$ cat src/rtl/can_rx_destuff_pkg.sv
// Shared types and constants for the CAN receive bit de-stuffer.
package can_pkg;

    // Receiver states, also driven out on the debug state port.
    typedef enum logic [1:0] {
        IDLE_WAIT = 2'd0,
        IDLE      = 2'd1,
        FRAME     = 2'd2,
        ERROR     = 2'd3
    } can_state_e;

    // Bus levels: dominant wins on the wire.
    localparam logic DOMINANT  = 1'b0;
    localparam logic RECESSIVE = 1'b1;

    // Default parameter values for the de-stuffer.
    localparam int STUFF_LEN_DEF = 5;
    localparam int IDLE_BITS_DEF = 11;

    // Counter widths: both counters saturate at all-ones.
    localparam int RUN_W  = 3;
    localparam int IDLE_W = 4;

endpackage

$ cat src/rtl/can_run_counter.sv
// Saturating consecutive-bit counter with clear / load-one / increment.
// Priority is clear > load-one > increment; it never wraps past all-ones.
module can_run_counter #(
    parameter int W = 3
) (
    input  logic         clk,
    input  logic         rst_n,
    input  logic         clr_i,
    input  logic         set1_i,
    input  logic         inc_i,
    output logic [W-1:0] cnt_o
);

    logic [W-1:0] cnt_q;
    logic [W-1:0] cnt_d;

    // Next count: clear, restart a run at one, or step and stick at max.
    always_comb begin
        cnt_d = cnt_q;
        if (clr_i) begin
            cnt_d = '0;
        end else if (set1_i) begin
            cnt_d = W'(1);
        end else if (inc_i && (cnt_q != '1)) begin
            cnt_d = cnt_q + W'(1);
        end
    end

    // Count register, cleared asynchronously.
    always_ff @(posedge clk or negedge rst_n) begin
        if (!rst_n) begin
            cnt_q <= '0;
        end else begin
            cnt_q <= cnt_d;
        end
    end

    assign cnt_o = cnt_q;

endmodule

$ cat src/rtl/can_rx_destuff.sv
// CAN receive bit de-stuffer: detects bus idle, marks SOF, removes stuff
// bits inside the stuffed region and flags stuff-rule violations.
// Handshake: din_valid is a one-cycle strobe qualifying din; the block has
// no backpressure. dout_valid is a one-cycle strobe one clock after the
// accepted din_valid; dout holds its value between strobes.
module can_rx_destuff
    import can_pkg::*;
#(
    parameter int STUFF_LEN = STUFF_LEN_DEF,
    parameter int IDLE_BITS = IDLE_BITS_DEF
) (
    input  logic       clk,
    input  logic       rst_n,
    input  logic       en,
    input  logic       din,
    input  logic       din_valid,
    input  logic       stuff_en,
    input  logic       frame_end,
    output logic       dout,
    output logic       dout_valid,
    output logic       sof,
    output logic       stuff_err,
    output logic       bus_idle,
    output logic [1:0] dbg_state
);

    localparam logic [RUN_W-1:0]  STUFF_CNT = RUN_W'(STUFF_LEN);
    localparam logic [IDLE_W-1:0] IDLE_LAST = IDLE_W'(IDLE_BITS - 1);

    can_state_e        state_q, state_d;
    logic              last_q, last_d;
    logic              dout_q, dout_d;
    logic              dout_valid_q, dout_valid_d;
    logic              sof_q, sof_d;
    logic              stuff_err_q, stuff_err_d;
    logic              bus_idle_q, bus_idle_d;

    logic              run_clr, run_set1, run_inc;
    logic              idle_clr, idle_inc;
    logic [RUN_W-1:0]  run_cnt;
    logic [IDLE_W-1:0] idle_cnt;

    can_run_counter #(.W(RUN_W)) u_run_cnt (
        .clk    (clk),
        .rst_n  (rst_n),
        .clr_i  (run_clr),
        .set1_i (run_set1),
        .inc_i  (run_inc),
        .cnt_o  (run_cnt)
    );

    can_run_counter #(.W(IDLE_W)) u_idle_cnt (
        .clk    (clk),
        .rst_n  (rst_n),
        .clr_i  (idle_clr),
        .set1_i (1'b0),
        .inc_i  (idle_inc),
        .cnt_o  (idle_cnt)
    );

    // Next state, counter controls and next registered outputs.
    always_comb begin
        state_d      = state_q;
        last_d       = last_q;
        dout_d       = dout_q;
        dout_valid_d = 1'b0;
        sof_d        = 1'b0;
        stuff_err_d  = 1'b0;
        run_clr      = 1'b0;
        run_set1     = 1'b0;
        run_inc      = 1'b0;
        idle_clr     = 1'b0;
        idle_inc     = 1'b0;

        if (!en) begin
            // Disabled: abort silently and restart idle detection.
            state_d  = IDLE_WAIT;
            run_clr  = 1'b1;
            idle_clr = 1'b1;
        end else begin
            case (state_q)
                IDLE_WAIT: begin
                    run_clr = 1'b1;
                    if (din_valid) begin
                        if (din == RECESSIVE) begin
                            idle_inc = 1'b1;
                            if (idle_cnt >= IDLE_LAST) begin
                                state_d = IDLE;
                            end
                        end else begin
                            idle_clr = 1'b1;
                        end
                    end
                end
                IDLE: begin
                    if (din_valid && (din == DOMINANT)) begin
                        state_d      = FRAME;
                        dout_d       = din;
                        dout_valid_d = 1'b1;
                        sof_d        = 1'b1;
                        run_set1     = 1'b1;
                        last_d       = DOMINANT;
                    end else begin
                        run_clr = 1'b1;
                    end
                end
                FRAME: begin
                    idle_clr = 1'b1;
                    if (frame_end) begin
                        // End of frame takes precedence over a coincident bit.
                        state_d = IDLE_WAIT;
                        run_clr = 1'b1;
                    end else if (din_valid) begin
                        if (!stuff_en) begin
                            dout_d       = din;
                            dout_valid_d = 1'b1;
                            last_d       = din;
                            run_clr      = 1'b1;
                        end else if (run_cnt == STUFF_CNT) begin
                            if (din != last_q) begin
                                // Valid stuff bit: swallow it, it opens a new run.
                                run_set1 = 1'b1;
                                last_d   = din;
                            end else begin
                                stuff_err_d = 1'b1;
                                state_d     = ERROR;
                                run_clr     = 1'b1;
                            end
                        end else begin
                            dout_d       = din;
                            dout_valid_d = 1'b1;
                            last_d       = din;
                            // A zero count means stuffing just re-enabled.
                            if ((run_cnt != '0) && (din == last_q)) begin
                                run_inc = 1'b1;
                            end else begin
                                run_set1 = 1'b1;
                            end
                        end
                    end
                end
                ERROR: begin
                    state_d  = IDLE_WAIT;
                    run_clr  = 1'b1;
                    idle_clr = 1'b1;
                end
                default: begin
                    state_d  = IDLE_WAIT;
                    run_clr  = 1'b1;
                    idle_clr = 1'b1;
                end
            endcase
        end

        bus_idle_d = (state_d == IDLE);
    end

    // State and output registers; outputs come only from flops.
    always_ff @(posedge clk or negedge rst_n) begin
        if (!rst_n) begin
            state_q      <= IDLE_WAIT;
            last_q       <= RECESSIVE;
            dout_q       <= RECESSIVE;
            dout_valid_q <= 1'b0;
            sof_q        <= 1'b0;
            stuff_err_q  <= 1'b0;
            bus_idle_q   <= 1'b0;
        end else begin
            state_q      <= state_d;
            last_q       <= last_d;
            dout_q       <= dout_d;
            dout_valid_q <= dout_valid_d;
            sof_q        <= sof_d;
            stuff_err_q  <= stuff_err_d;
            bus_idle_q   <= bus_idle_d;
        end
    end

    assign dout       = dout_q;
    assign dout_valid = dout_valid_q;
    assign sof        = sof_q;
    assign stuff_err  = stuff_err_q;
    assign bus_idle   = bus_idle_q;
    assign dbg_state  = state_q;

endmodule

$ cat config.mk
export PLATFORM = sky130hd
export DESIGN_NAME = can_rx_destuff
export DESIGN_NICKNAME = d
export VERILOG_FILES = /design/src/rtl/can_rx_destuff_pkg.sv /design/src/rtl/can_run_counter.sv /design/src/rtl/can_rx_destuff.sv
export SDC_FILE = /design/constraint.sdc
export NUM_CORES = 1
export LEC_CHECK = 0
export CAP_MARGIN = 10
export CORE_UTILIZATION = 53
export CTS_CLUSTER_DIAMETER = 30
export DETAILED_ROUTE_END_ITERATION = 6
export GPL_TIMING_DRIVEN = 0
export PLACE_DENSITY = 0.78
export SYNTH_ARGS = -nofsm -noshare
export SYNTH_HDL_FRONTEND = slang
export SYNTH_SLANG_ARGS = --single-unit
$ cat constraint.sdc
create_clock -name clk -period 2.5 [get_ports clk]
set_clock_uncertainty 0.2 [all_clocks]
set_input_delay 0.375 -clock clk [delete_from_list [all_inputs] [get_ports clk]]
set_output_delay 0.375 -clock clk [all_outputs]
set_load 0.02 [all_outputs]
==> impl_metrics.csv <==
group,metric,value,unit
drt,drtIter0Drc,16,
clock_tree,cts_hold_buf,0,
drt,finalWirelength,1820,µm
worst_setup_path,reg2reg_depth,7,
cells_and_area,drive_above_1_share,9.24,%
die,dieArea,0.00204,mm²
yosys,yosysWarnings,0,
die,chipWidth,45.2,µm
worst_setup_path,worstSetupStartpointType,"flip-flop",
drt,vias_per_cell,5.41,
timing,hold_viol,0,
timing,worstMarginPinSlew,0.651,ns
timing,max_slew_margin,56.5,%
worst_setup_path,slowest_stage,"dfrtp_1",
timing,grt_setup_unrepaired,"no",
timing,totalNegativeSetupSlack,0,ns
placed_design,gp_congestion,0.875,
placed_design,dp_hpwl,1400,µm
yosys,synth_edf_count,0,
min_path,min_path_type,"input pin to flip-flop",
worst_setup_path,path_cells,"inv_1, ha_1, and2b_4, nand2_2, a221o_1, a41oi_1, mux2_1",
yosys,synth_most_common_cell,"dfrtp_1",
clock_tree,clk_pin_slew,0.09,ns
cells_and_area,nets,138,
clock_tree,cts_made_buffers,3,
yosys,syn_area_per_cell,9.49,µm²
die,ios,14,
power,leakage,0.498,nW
timing,finalSetupViolations,0,
clock_tree,cts_root_buffer,"clkbuf_4",
die,die_h,45.2,µm
drt,routedWlPerCell,12.6,µm
yosys,syn_nets,122,
worst_setup_path,cp-startpoint,"dbg_state[0]",
drt,first_pass_iters,4,
timing,clock.fmax,0.422,GHz
worst_setup_path,arrival,2.38,ns
clock_tree,insertion_delay,0.28,ns
drt,drc,0,
clock_tree,cts_resized,0,
outcome,outcome,"completed",
worst_setup_path,critPathMaxStageDelay,0.43,ns
yosys,ys_types,36,
die,coreArea,0.00175,mm²
placed_design,io_buffers,11,
yosys,synthFlopType,"dfrtp_1",
grt,antenna_found_initial,0,
grt,grt_use_total,20.3,%
yosys,synthTopCellsByCount,"dfrtp_1, ha_1, nor2_1",
yosys,synth_area_leaders,"dfrtp_1, ha_1, dfstp_2",
min_path,holdPathStages,3,
clock_tree,postCtsSetupRepairBufs,0,
worst_setup_path,critical_path_class,"flip-flop to flip-flop",
yosys,yosysSeqAreaShare,38.3,%
clock_tree,cts_tree,"built",
grt,grt_pass1_vias,730,
timing,final.min_clock_period,2.37,ns
yosys,syn-cell-area,987,µm²
power,power,0.000518,W
grt,grt_max_degree,16,
yosys,synth_top_area_share,33.0,%
clock_tree,cts.sinks,15,
worst_setup_path,endpoint_kind,"flip-flop",
worst_setup_path,r2r-start,"dbg_state[0]",
drt,num_vias,779,
timing,period_share,94.9,%
yosys,synth_cells,104,
drt,final_antenna_net_count,0,
yosys,synthArstFlopShare,100,%
die,row_count,15,
clock_tree,clockBufferDepth,2,
power,power_density,449,mW/mm²
timing,slew_violations,0,
worst_setup_path,worst-path-max-fanout,7,
yosys,yosysTopAreaCell,"dfrtp_1",
cells_and_area,utilization,66.2,%
power,ir_worst_vdd,438,µV
job,cap_violations,0,
cells_and_area,syn2layout_area_growth,17.0,%
yosys,synth-seq-cells,15,
worst_setup_path,crit_required,2.51,ns
grt,grt.overflow.total,0,
grt,grt_pass1_wl,2970,µm
cells_and_area,insertedDiodeCount,0,
min_path,min_from,"din",
die,initial_core_util,56.6,%
clock_tree,h-tree-depth,1,
[cell type report]
type	instances	area (µm²)
well taps	25	31.3
plain buffers	2	12.5
clock buffers	4	26.3
fillers	149	591
repair buffers	11	110
inverters	8	30.0
flip-flops and latches	15	378
multi-input cells	79	567
[worst max-delay path, delay by kind of cell (launching register included)]
kind	cells	cell delay (ns)
AOI/OAI and AO/OA	2	0.57
DFF	1	0.43
muxes	1	0.34
adders and majority gates	1	0.31
and+or+nand+nor	2	0.29
buffers and inverters	1	0.16
[cell usage in the layout, fill, tap and decap left out, drive strengths merged, types with 2 or more instances in the layout]
cell type      synthesis  final
a211oi                 2      2
a21oi                  3      3
a31oi                  2      2
buf                    2      2
clkbuf                 0      4
clkdlybuf4s50          0     11
dfrtp                 13     13
dfstp                  2      2
ha                    11     11
inv                    8      8
mux2i                  2      2
nand2                  9      9
nand2b                 3      3
nand3                  3      3
nor2                  10     10
nor3                   4      4
o21ai                  7      7
o21bai                 2      2
xnor2                  3      3
xor2                   3      3
[through the flow]
stage / instances / hold WS [ns] / area, µm² / setup WS, ns
after floorplan: 104 / -0.121 / 987 / 0.275
after global placement: 140 / 0.295 / 1130 / 0.134
after detailed placement: 140 / 0.303 / 1130 / 0.117
after CTS: 144 / 0.181 / 1150 / 0.127
after global routing: 144 / 0.178 / 1150 / 0.0222
final: 144 / 0.187 / 1150 / 0.129
[routing by layer]
layer  wire [µm]  vias to the layer above  part of all wire, %  global-route usage [%]
met5           0                        -                    0                       0
met4          27                        0                  1.5                    7.88
met3          77                        4                  4.2                    7.60
met2         866                       21                   48                    32.5
met1         846                      363                   47                    24.6
li1            -                      391                    -                       -
[report_power, final]
| part | internal [W] | switching (W) | leakage, nW |
|---|---|---|---|
| combinational | 0.0000504 | 0.0000587 | 0.282 |
| clock | 0.0000620 | 0.0000751 | 0.0150 |
| sequential | 0.000262 | 0.00000973 | 0.201 |
| total | 0.000374 | 0.000144 | 0.498 |
[sequential cells by signal, summed over array words and instances, names as in the netlist]
register          count
u_run_cnt.cnt_o       3
sof                   1
dbg_state             2
last_q                1
bus_idle              1
u_idle_cnt.cnt_o      4
dout_valid            1
dout                  1
stuff_err             1
[path summary, 6_finish.rpt]
path / endpoint / slack, ns
min in group asynchronous: dout_valid / 0.28
min reg2reg: last_q / 0.31
min: last_q / 0.19
max reg2reg: dout / 0.13
max: dout / 0.13
max in group asynchronous: u_run_cnt.cnt_o[1] / 1.40
[kinds of logic (layout without fill, tap and decap cells)]
logic type	after synthesis	after routing	share of synthesized area [%]
DFF	15	15	38.3
AOI/OAI and AO/OA	22	22	14.8
xor gates and xnor gates	6	6	5.32
muxes	3	3	3.17
and+or+nand+nor	37	37	20.2
adders and majority gates	11	11	13.9
buffers and inverters	10	25	4.31
(Power assumes the default switching activity.)
